`src/rtl/i2c_reg_writer.sv`:
```
// I2C master issuing a single 3-byte register write (dev_addr, reg_addr, reg_value).
// Open-drain outputs: *_oe=1 pulls the line low; the pad tristate lives at the top level.
module i2c_reg_writer #(
    parameter int CLK_DIV = 4
) (
    input  logic        clk_in,
    input  logic        reset,
    input  logic        start,
    input  logic [7:0]  dev_addr,
    input  logic [15:0] reg_data,
    output logic        ready,
    output logic        ack,
    output logic [7:0]  states,
    input  logic        sda_in,
    input  logic        scl_in,
    output logic        sda_oe,
    output logic        scl_oe
);

    localparam int CW = (CLK_DIV > 1) ? $clog2(CLK_DIV) : 1;
    localparam logic [CW-1:0] CMAX = CW'(CLK_DIV - 1);

    typedef enum logic [3:0] {
        S_IDLE  = 4'd0,
        S_START = 4'd1,
        S_BIT   = 4'd2,
        S_ACK   = 4'd3,
        S_STOP  = 4'd4,
        S_DONE  = 4'd5
    } state_t;

    state_t        fsm_q;
    logic [1:0]    ph_q;
    logic [1:0]    byte_q;
    logic [2:0]    bit_q;
    logic [23:0]   sh_q;
    logic          nack_q;
    logic          ready_q;
    logic          ack_q;
    logic          sda_oe_q;
    logic          scl_oe_q;
    logic [CW-1:0] cnt_q;
    logic [CW-1:0] cnt_d;

    logic run;
    logic stretch;
    logic tick;

    assign run     = fsm_q inside {S_START, S_BIT, S_ACK, S_STOP};
    // Slave holding SCL low while we have released it.
    assign stretch = !scl_oe_q && !scl_in;
    assign tick    = run && !stretch && (cnt_q == CMAX);

    always_comb begin
        cnt_d = cnt_q;
        if (!run)
            cnt_d = '0;
        else if (!stretch)
            cnt_d = tick ? '0 : cnt_q + CW'(1);
    end

    always_ff @(posedge clk_in) begin
        if (reset)
            cnt_q <= '0;
        else
            cnt_q <= cnt_d;
    end

    always_ff @(posedge clk_in) begin
        if (reset) begin
            fsm_q    <= S_IDLE;
            ph_q     <= 2'd0;
            byte_q   <= 2'd0;
            bit_q    <= 3'd0;
            sh_q     <= 24'd0;
            nack_q   <= 1'b0;
            ready_q  <= 1'b1;
            ack_q    <= 1'b0;
            sda_oe_q <= 1'b0;
            scl_oe_q <= 1'b0;
        end else begin
            unique case (fsm_q)
                S_IDLE: begin
                    sda_oe_q <= 1'b0;
                    scl_oe_q <= 1'b0;
                    if (start && ready_q) begin
                        fsm_q    <= S_START;
                        ph_q     <= 2'd0;
                        byte_q   <= 2'd0;
                        bit_q    <= 3'd7;
                        sh_q     <= {dev_addr & 8'hFE, reg_data};
                        nack_q   <= 1'b0;
                        ack_q    <= 1'b0;
                        ready_q  <= 1'b0;
                        sda_oe_q <= 1'b1;
                    end
                end
                S_START: begin
                    if (tick) begin
                        if (ph_q == 2'd0) begin
                            ph_q     <= 2'd1;
                            scl_oe_q <= 1'b1;
                        end else begin
                            fsm_q    <= S_BIT;
                            ph_q     <= 2'd0;
                            sda_oe_q <= ~sh_q[23];
                        end
                    end
                end
                S_BIT: begin
                    if (tick) begin
                        ph_q <= ph_q + 2'd1;
                        unique case (ph_q)
                            2'd0: scl_oe_q <= 1'b0;
                            2'd1: ;
                            2'd2: scl_oe_q <= 1'b1;
                            2'd3: begin
                                sh_q <= sh_q << 1;
                                if (bit_q == 3'd0) begin
                                    fsm_q    <= S_ACK;
                                    sda_oe_q <= 1'b0;
                                end else begin
                                    bit_q    <= bit_q - 3'd1;
                                    sda_oe_q <= ~sh_q[22];
                                end
                            end
                        endcase
                    end
                end
                S_ACK: begin
                    if (tick) begin
                        ph_q <= ph_q + 2'd1;
                        unique case (ph_q)
                            2'd0: scl_oe_q <= 1'b0;
                            2'd1: ;
                            2'd2: begin
                                scl_oe_q <= 1'b1;
                                if (sda_in)
                                    nack_q <= 1'b1;
                            end
                            2'd3: begin
                                if (nack_q || byte_q == 2'd2) begin
                                    fsm_q    <= S_STOP;
                                    sda_oe_q <= 1'b1;
                                end else begin
                                    fsm_q    <= S_BIT;
                                    byte_q   <= byte_q + 2'd1;
                                    bit_q    <= 3'd7;
                                    sda_oe_q <= ~sh_q[23];
                                end
                            end
                        endcase
                    end
                end
                S_STOP: begin
                    if (tick) begin
                        ph_q <= ph_q + 2'd1;
                        unique case (ph_q)
                            2'd0: scl_oe_q <= 1'b0;
                            2'd1: sda_oe_q <= 1'b0;
                            2'd2: ;
                            2'd3: fsm_q <= S_DONE;
                        endcase
                    end
                end
                S_DONE: begin
                    fsm_q   <= S_IDLE;
                    ph_q    <= 2'd0;
                    ready_q <= 1'b1;
                    ack_q   <= ~nack_q;
                end
                default: begin
                    fsm_q    <= S_STOP;
                    ph_q     <= 2'd0;
                    scl_oe_q <= 1'b1;
                    sda_oe_q <= 1'b1;
                end
            endcase
        end
    end

    assign ready  = ready_q;
    assign ack    = ack_q;
    assign sda_oe = sda_oe_q;
    assign scl_oe = scl_oe_q;
    assign states = {fsm_q, byte_q, ph_q};

endmodule

```
`config.mk`:
```
export PLATFORM = sky130hd
export DESIGN_NAME = i2c_reg_writer
export DESIGN_NICKNAME = d
export VERILOG_FILES = /design/src/rtl/i2c_reg_writer.sv
export SDC_FILE = /design/constraint.sdc
export NUM_CORES = 1
export LEC_CHECK = 0
export BUFFER_PORTS_ARGS = -buffer_cell sky130_fd_sc_hd__buf_2
export CAP_MARGIN = 15
export CORE_UTILIZATION = 35
export DETAILED_ROUTE_END_ITERATION = 6
export PLACE_DENSITY = 0.63
export SYNTH_ARGS = -nofsm -noshare
export SYNTH_HDL_FRONTEND = slang
export SYNTH_SLANG_ARGS = --single-unit
```
`constraint.sdc`:
```
create_clock -name clk_in -period 1.7 [get_ports clk_in]
set_input_delay 0.085 -clock clk_in [delete_from_list [all_inputs] [get_ports clk_in]]
set_output_delay 0.085 -clock clk_in [all_outputs]
set_load 0.01 [all_outputs]
```
==> impl_results.md, run 1 <==
* Vias in the first global route at 2,125
* Status: finished clean
* Antenna-violating nets left at 0
* Slew Limit Fails at 0
* Final setup fails at 0
* Total wire length at 5813 um
* Reg clk slew, reported paths at 90 ps
* Fin crit share at 96.11%
* Die Span Y at 83.52 um
* Final net count at 371
* Yosys reg bits at 41
* Final Critical Period at 1634 ps
* Area share of the largest cell type after synthesis at 35.29%
* DP Worst Slack at -62.16 ps
* CTS sink count at 41
* Crit-path cells: ha_4 > o211ai_1 > buf_4 > o41a_1 > o21ai_1 > a21oi_1
* Initial DRC Count at 103
* Data arrival, critical path at 1810 ps
* Largest net degree at the start of global routing at 27
* CTS root buffer: clkbuf_8
* Seq/Total Area, Yosys at 35.29%
* 1st-pass router iterations at 4
* EDFF count, synth at 0
* CP max stage delay at 380 ps
* Synthesized area at 2326 sq um
* H-tree depth at 2
* Setup WS post-layout at 66.13 ps
* Critical-path maximum fanout at 3
* Total Power at 2.582 mW
* Synth Instances at 279
* Synth top area cells: dfxtp_1, a311oi_2, nand2_1, nor2_1, ha_1
* Layout cells sized above 1 at 36.12%
* Post-DP HPWL at 3982 um
* Final clock skew at 9.952 ps
* Final Util at 47.02%
* VDD IR-drop max at 520.8 uV
* Clk buf depth at 2
* CTS buffer count at 5
* Ant. Diodes at 0
* Worst Hold Class: input port to flip-flop
* DR vias at 2,197
* # rows at 29
* Initial antenna violation count at 0
* Overall Global Routing Usage at 16.72%
* Post-synth top area cell: dfxtp_1
* Avg Cell Area, Syn at 8.337 sq um
* Asr flop ratio synth at 0%
* Syn Nets at 316
* Worst Path Required at 1870 ps
* Area Overhead vs Synth at 29.10%
* Initial Util at 36.42%
* Port bufs at 38
* Final Wtd Congestion at 0.8450
* Slowest stage cell, crit path: o41a_1
* First-pass GRT wire length at 9611 um
* Critical path endpoint category: flip-flop
* DRC Markers at 0
* MaxCap Viol Count at 0
* Final Hold Fails at 0
* YS warnings at 0
* Post-synth cell types at 55
* Core ar. at 6386 sq um
* Most used DFF post-synth: dfxtp_1
* Die ar. at 6976 sq um
* Average wire per standard cell at 14.11 um
* Boundary Pins at 41
* Leakage at 1.213 nW
* Crit path buf inv count at 1
* Hold Buf Count CTS at 0
* Die Wd at 83.52 um
* Clk_lat worst skew at 300 ps
* Fmax at 0.6120 GHz
* PwrDens at 859.9 nW/um^2
* Vias/cell at 5.333
* Hold WS at 47.54 ps
* CTS tree: done
* Crit start category: flip-flop
* Top Family by Delay on Critical Path: compound AO/OA/AOI/OAI gates
* GRT overflow at 0
* Critical path class: flip-flop to flip-flop
==> kinds of logic (layout without fill, tap and decap cells) <==
logic type               Yosys count  count (layout)  share of synthesized area [%]
AND/OR/NAND/NOR                  117             117                          22.92
multiplexers                       5               5                          2.206
flip-flops                        41              41                          35.29
buffers and inverters             32              88                          6.240
XOR/XNOR                           1               1                         0.3766
other                              1               1                         0.1612
adder cells (fa/ha/maj)            8               8                          4.304
AO/OA/AOI/OAI                     74              74                          28.51
==> timing repair <==
action,4_1_cts,5_1_grt
endpoints found under the setup margin,6,31
setup buffers,1,2
resized for setup,3,22
pin swaps,2,7
cloned,0,2
==> final timing paths <==
kind	endpoint	slack, ps	depth (start not counted)	startpoint
worst min register to register	sh_q[5]$_SDFFE_PP0P_	490	2	sh_q[4]$_SDFFE_PP0P_
worst min-delay path	sh_q[5]$_SDFFE_PP0P_	50	3	reg_data[5]
worst max register to register	byte_q[0]$_SDFFE_PP0P_	70	6	ph_q[0]$_SDFFE_PP0P_
worst max-delay path	byte_q[0]$_SDFFE_PP0P_	70	6	ph_q[0]$_SDFFE_PP0P_
==> layout by cell type (no fill, tap or decap), types with 3 or more instances in the layout <==
cell type   n
a211oi_1    3
ha_4        3
nand2b_1    4
or2_2       3
a31oi_1     3
nor2_1     30
a21o_1      3
buf_12      3
a311oi_1    4
o21ai_1     3
mux2i_1     4
o211ai_1    5
nand4_1     3
ha_1        5
dfxtp_1    34
a311oi_2   19
nor3_1      3
o21ai_0     7
buf_4      27
nand2_1    55
dfxtp_2     7
clkbuf_8    5
buf_2      38
inv_1       8
a21oi_1    11
==> metrics by stage <==
step | TNS (ps) | cells | cell area, sq um
floorplan | 0 | 279 | 2331
global placement | 0 | 399 | 2746
detailed placement | -91.86 | 399 | 2746
CTS | 0 | 408 | 2858
global route | -3.808 | 412 | 3003
finish | 0 | 412 | 3003
==> cells in the mapped netlist, drive strengths merged (2+ instances only) <==
cell type / number
nand4: 3
a211oi: 4
nor2: 30
inv: 10
nor3: 4
nand2b: 4
buf: 7
dfxtp: 41
nand2: 55
mux2i: 4
a311oi: 23
o22ai: 3
and2: 2
clkbuf: 15
nand3: 2
a31oi: 3
or2: 4
o21ai: 10
a21o: 3
nor2b: 2
ha: 8
o211ai: 5
a21oi: 11
or3b: 2
==> layout make-up <==
cell class,count,area (sq um)
Fill cell,658,3383
Multi-Input combinational cell,206,1445
Sequential cell,41,829.5
Timing Repair Buffer,70,503.0
Tap cell,77,96.34
Clock buffer,5,68.82
Inverter,10,37.54
Clock inverter,3,22.52
==> flip-flops by register name (all words and copies together) (netlist names) <==
| signal | flops |
|---|---|
| ph_q | 2 |
| ready | 1 |
| sda_oe | 1 |
| nack_q | 1 |
| scl_oe | 1 |
| fsm_q | 3 |
| sh_q | 24 |
| byte_q | 2 |
| ack | 1 |
| bit_q | 3 |
| cnt_q | 2 |
==> where the power goes <==
part           internal, mW  switching (mW)  leakage [nW]
clock                 0.291           0.368        0.0481
sequential             1.07          0.0663         0.340
combinational         0.391           0.394         0.824
total                  1.75           0.828          1.21
==> per-layer routing <==
layer	vias up	GRT usage [%]	routed length, um
met3	6	3.264	160
met5	-	0	0
li1	1111	-	-
met4	0	5.855	64
met2	43	27.87	2770
met1	1037	21.59	2817
==> worst min-delay path, cell delays in order <==
cell,delay (ps)
buf_2,90
nand2_1,50
a311oi_1,80
(Power assumes the default switching activity.)
==> run 2, diff against run 1 <==
--- a/config.mk
+++ b/config.mk
@@ -9,7 +9,8 @@
 export CAP_MARGIN = 15
 export CORE_UTILIZATION = 35
 export DETAILED_ROUTE_END_ITERATION = 6
-export PLACE_DENSITY = 0.63
+export MAX_ROUTING_LAYER = met4
+export PLACE_DENSITY = 0.57
 export SYNTH_ARGS = -nofsm -noshare
 export SYNTH_HDL_FRONTEND = slang
 export SYNTH_SLANG_ARGS = --single-unit
==> run 2 against run 1 <==
- critical path depth down 1
- final area grew 1.8%
- via count increased by 0.14%
- first-iteration DRC count rose by 35%
- worst hold slack worse by 4.2 ps
- count of clock-buffer cells in the layout up 1
- highest routed layer unchanged
==> impl_results.md, run 2 (synthesis results as in run 1) <==
* Critical-path maximum fanout at 4 (+1)
* Crit-path cells: buf_4 > or2_1 > mux2_1 > o31a_1 > o221a_2
* Critical path depth in cells at 5 (-1)
* Final Util at 47.86% (+0.84 points)
* Crit path buf inv count at 1 (unchanged)
* Average wire per standard cell at 14.41 um (+2.1%)
* H-tree depth at 2 (unchanged)
* NetSw at 0.8429 mW (+1.8%)
* CTS buffer count at 5 (unchanged)
* Initial DRC Count at 139 (+35%)
* Design area at 3057 sq um (+1.8%)
* Die Wd at 83.52 um (unchanged)
* CP max stage delay at 350 ps (-30 ps)
* Comb power frac at 31.2% (+0.8 points)
* Commonest non-fill, non-tap cell in the layout: nand2_1
* Final Hold Fails at 0 (unchanged)
* Vias in the first global route at 2,036 (-4.2%)
* Largest net degree at the start of global routing at 27 (unchanged)
* Top flop regs: sh_q: 24 flops, bit_q: 3 flops, fsm_q: 3 flops
* Area of placed instances at 2704 sq um (-1.5%)
* Ant. Diodes at 0 (unchanged)
* First-pass GRT wire length at 9722 um (+1.2%)
* Boundary Pins at 41 (unchanged)
* Die Span Y at 83.52 um (unchanged)
* Most flop-heavy register: sh_q
* GRT overflow at 0 (unchanged)
* Most frequent cells in the layout: nand2_1, buf_2, dfxtp_1
* Switching portion of total power at 32.12% (+0.052 points)
* Overall Global Routing Usage at 17.56% (+0.83 points)
* Die ar. at 6976 sq um (unchanged)
* CTS root buffer: clkbuf_8
* Area occupied by multi-input gates at 1464 sq um (+1.3%)
* Clk buf depth at 2 (unchanged)
* Status: finished clean
* Leakage at 1.226 nW (+1.1%)
* Final Critical Period at 1679 ps (+44.99 ps)
* Vias/cell at 5.314 (-0.35%)
* Critical path endpoint category: flip-flop
* VDD IR-drop max at 426.9 uV (-18%)
* Final setup fails at 0 (unchanged)
* Final clock skew at 9.386 ps (-0.5654 ps)
* RSZ-0062 raised after global routing: true
* Area Overhead vs Synth at 31.41%
* Pint at 1.782 mW (+1.6%)
* Post-DP HPWL at 3788 um (-4.9%)
* Final net count at 373 (+0.54%)
* Initial antenna violation count at 0 (unchanged)
* # rows at 29 (unchanged)
* Fill count at 638 (-3.0%)
* DR vias at 2,200 (+0.14%)
* Core ar. at 6386 sq um (unchanged)
* Fin crit share at 98.76% (+2.6 points)
* Crit start category: flip-flop
* Reg clk slew, reported paths at 90 ps (about the same)
* Hold WS at 43.34 ps (-4.206 ps)
* Post-route insts no fill at 414 (+0.49%)
* Min-Delay Path Depth at 3 (unchanged)
* Max reg flops at 24 (unchanged)
* Layout cells sized above 1 at 36.50% (+0.38 points)
* Port bufs at 38 (unchanged)
* Slowest stage cell, crit path: dfxtp_4
* PwrDens at 858.6 nW/um^2 (-0.16%)
* Fmax at 0.5956 GHz (-2.7%)
* Setup TNS at 0 ps (unchanged)
* 1st-pass router iterations at 4 (unchanged)
* CTS sink count at 41 (unchanged)
* Final Wtd Congestion at 0.8362 (-1.0%)
* Clock Power Share at 25.3% (-0.2 points)
* R2R cell count at 5 (-1)
* Worst Hold Class: input port to flip-flop
* DRC Markers at 0 (unchanged)
* Critical path class: flip-flop to flip-flop
* Worst Path Required at 1880 ps (about the same)
* Data arrival, critical path at 1860 ps (+50 ps)
* Seq pwr share at 43.5% (-0.6 points)
* Clk_lat worst skew at 300 ps (about the same)
* Initial Util at 36.42% (unchanged)
* Register area at 830.8 sq um (+0.15%)
* Placed Cells incl. Taps at 395 (-1.0%)
* Antenna-violating nets left at 0 (unchanged)
* CTS tree: done
* Slew Limit Fails at 0 (unchanged)
* Top Family by Delay on Critical Path: compound AO/OA/AOI/OAI gates
* Total wire length at 5964 um (+2.6%)
* MaxCap Viol Count at 0 (unchanged)
-- run 2: cell count changes in the layout (fill, tap and decap cells not counted), moves of 2 or more --
cell        before  now
a311oi_1         4    6
a311oi_2        19   17
buf_6            0    2
clkinv_4         2    0
clkinvlp_4       0    2
dfxtp_2          7    5
nor2_1          30   28
nor2_2           0    2
-- run 2: routing by layer --
metal / wire length [um] / vias to the layer above / global-route usage (%) / part of all wire (%)
met4: 41 / 0 / 4.314 / 0.69
met3: 244 / 4 / 2.770 / 4.1
met2: 2872 / 52 / 27.79 / 48
met5: 0 / - / - / 0
li1: - / 1113 / - / -
met1: 2806 / 1031 / 23.60 / 47
-- run 2: path summary, 6_finish.rpt --
kind,from,endpoint,slack (ps)
worst max-delay path,fsm_q[1]$_SDFFE_PP0P_,fsm_q[1]$_SDFFE_PP0P_,20
worst min register to register,sh_q[0]$_SDFFE_PP0P_,sh_q[1]$_SDFFE_PP0P_,480
worst min-delay path,reg_data[2],sh_q[2]$_SDFFE_PP0P_,40
worst max register to register,fsm_q[1]$_SDFFE_PP0P_,fsm_q[1]$_SDFFE_PP0P_,20
-- run 2: power by group through the flow --
stage	clock network (mW)	registers, mW	logic (mW)
floorplan	0	1.15	0.488
global placement	0	1.16	0.661
detailed placement	0	1.16	0.675
CTS	0.683	1.14	0.770
global route	0.720	1.15	0.894
finish	0.664	1.14	0.820
-- run 2: layout make-up --
| type | instances | share of cell area (%) |
|---|---|---|
| tap | 77 | 3.152 |
| inverter | 10 | 1.228 |
| clock inverter | 2 | 0.4912 |
| timing repair buffer | 72 | 17.68 |
| clock buffer | 6 | 2.374 |
| sequential | 41 | 27.18 |
| multi-input combinational | 206 | 47.89 |
-- run 2: through the flow --
| stage | power, mW | setup slack (ps) |
|---|---|---|
| after floorplan | 1.639 | 3.337 |
| after global placement | 1.818 | -44.76 |
| after detailed placement | 1.830 | -66.24 |
| after CTS | 2.592 | 23.47 |
| after global routing | 2.768 | -30.75 |
| final | 2.625 | 21.14 |
-- run 2: timing repair --
action / 4_1_cts / 5_1_grt
resized for setup: 14 / 17
hold buffers: 0 / 0
endpoints found under the setup margin: 30 / 28
pin swaps: 4 / 11
setup buffers: 6 / 2
cloned: 2 / 1
-- run 2: worst reg2reg max path, cell delays in order (launching register included) --
cell	delay (ps)
dfxtp_4	350
buf_4	140
or2_1	230
mux2_1	310
o31a_1	290
o221a_2	260
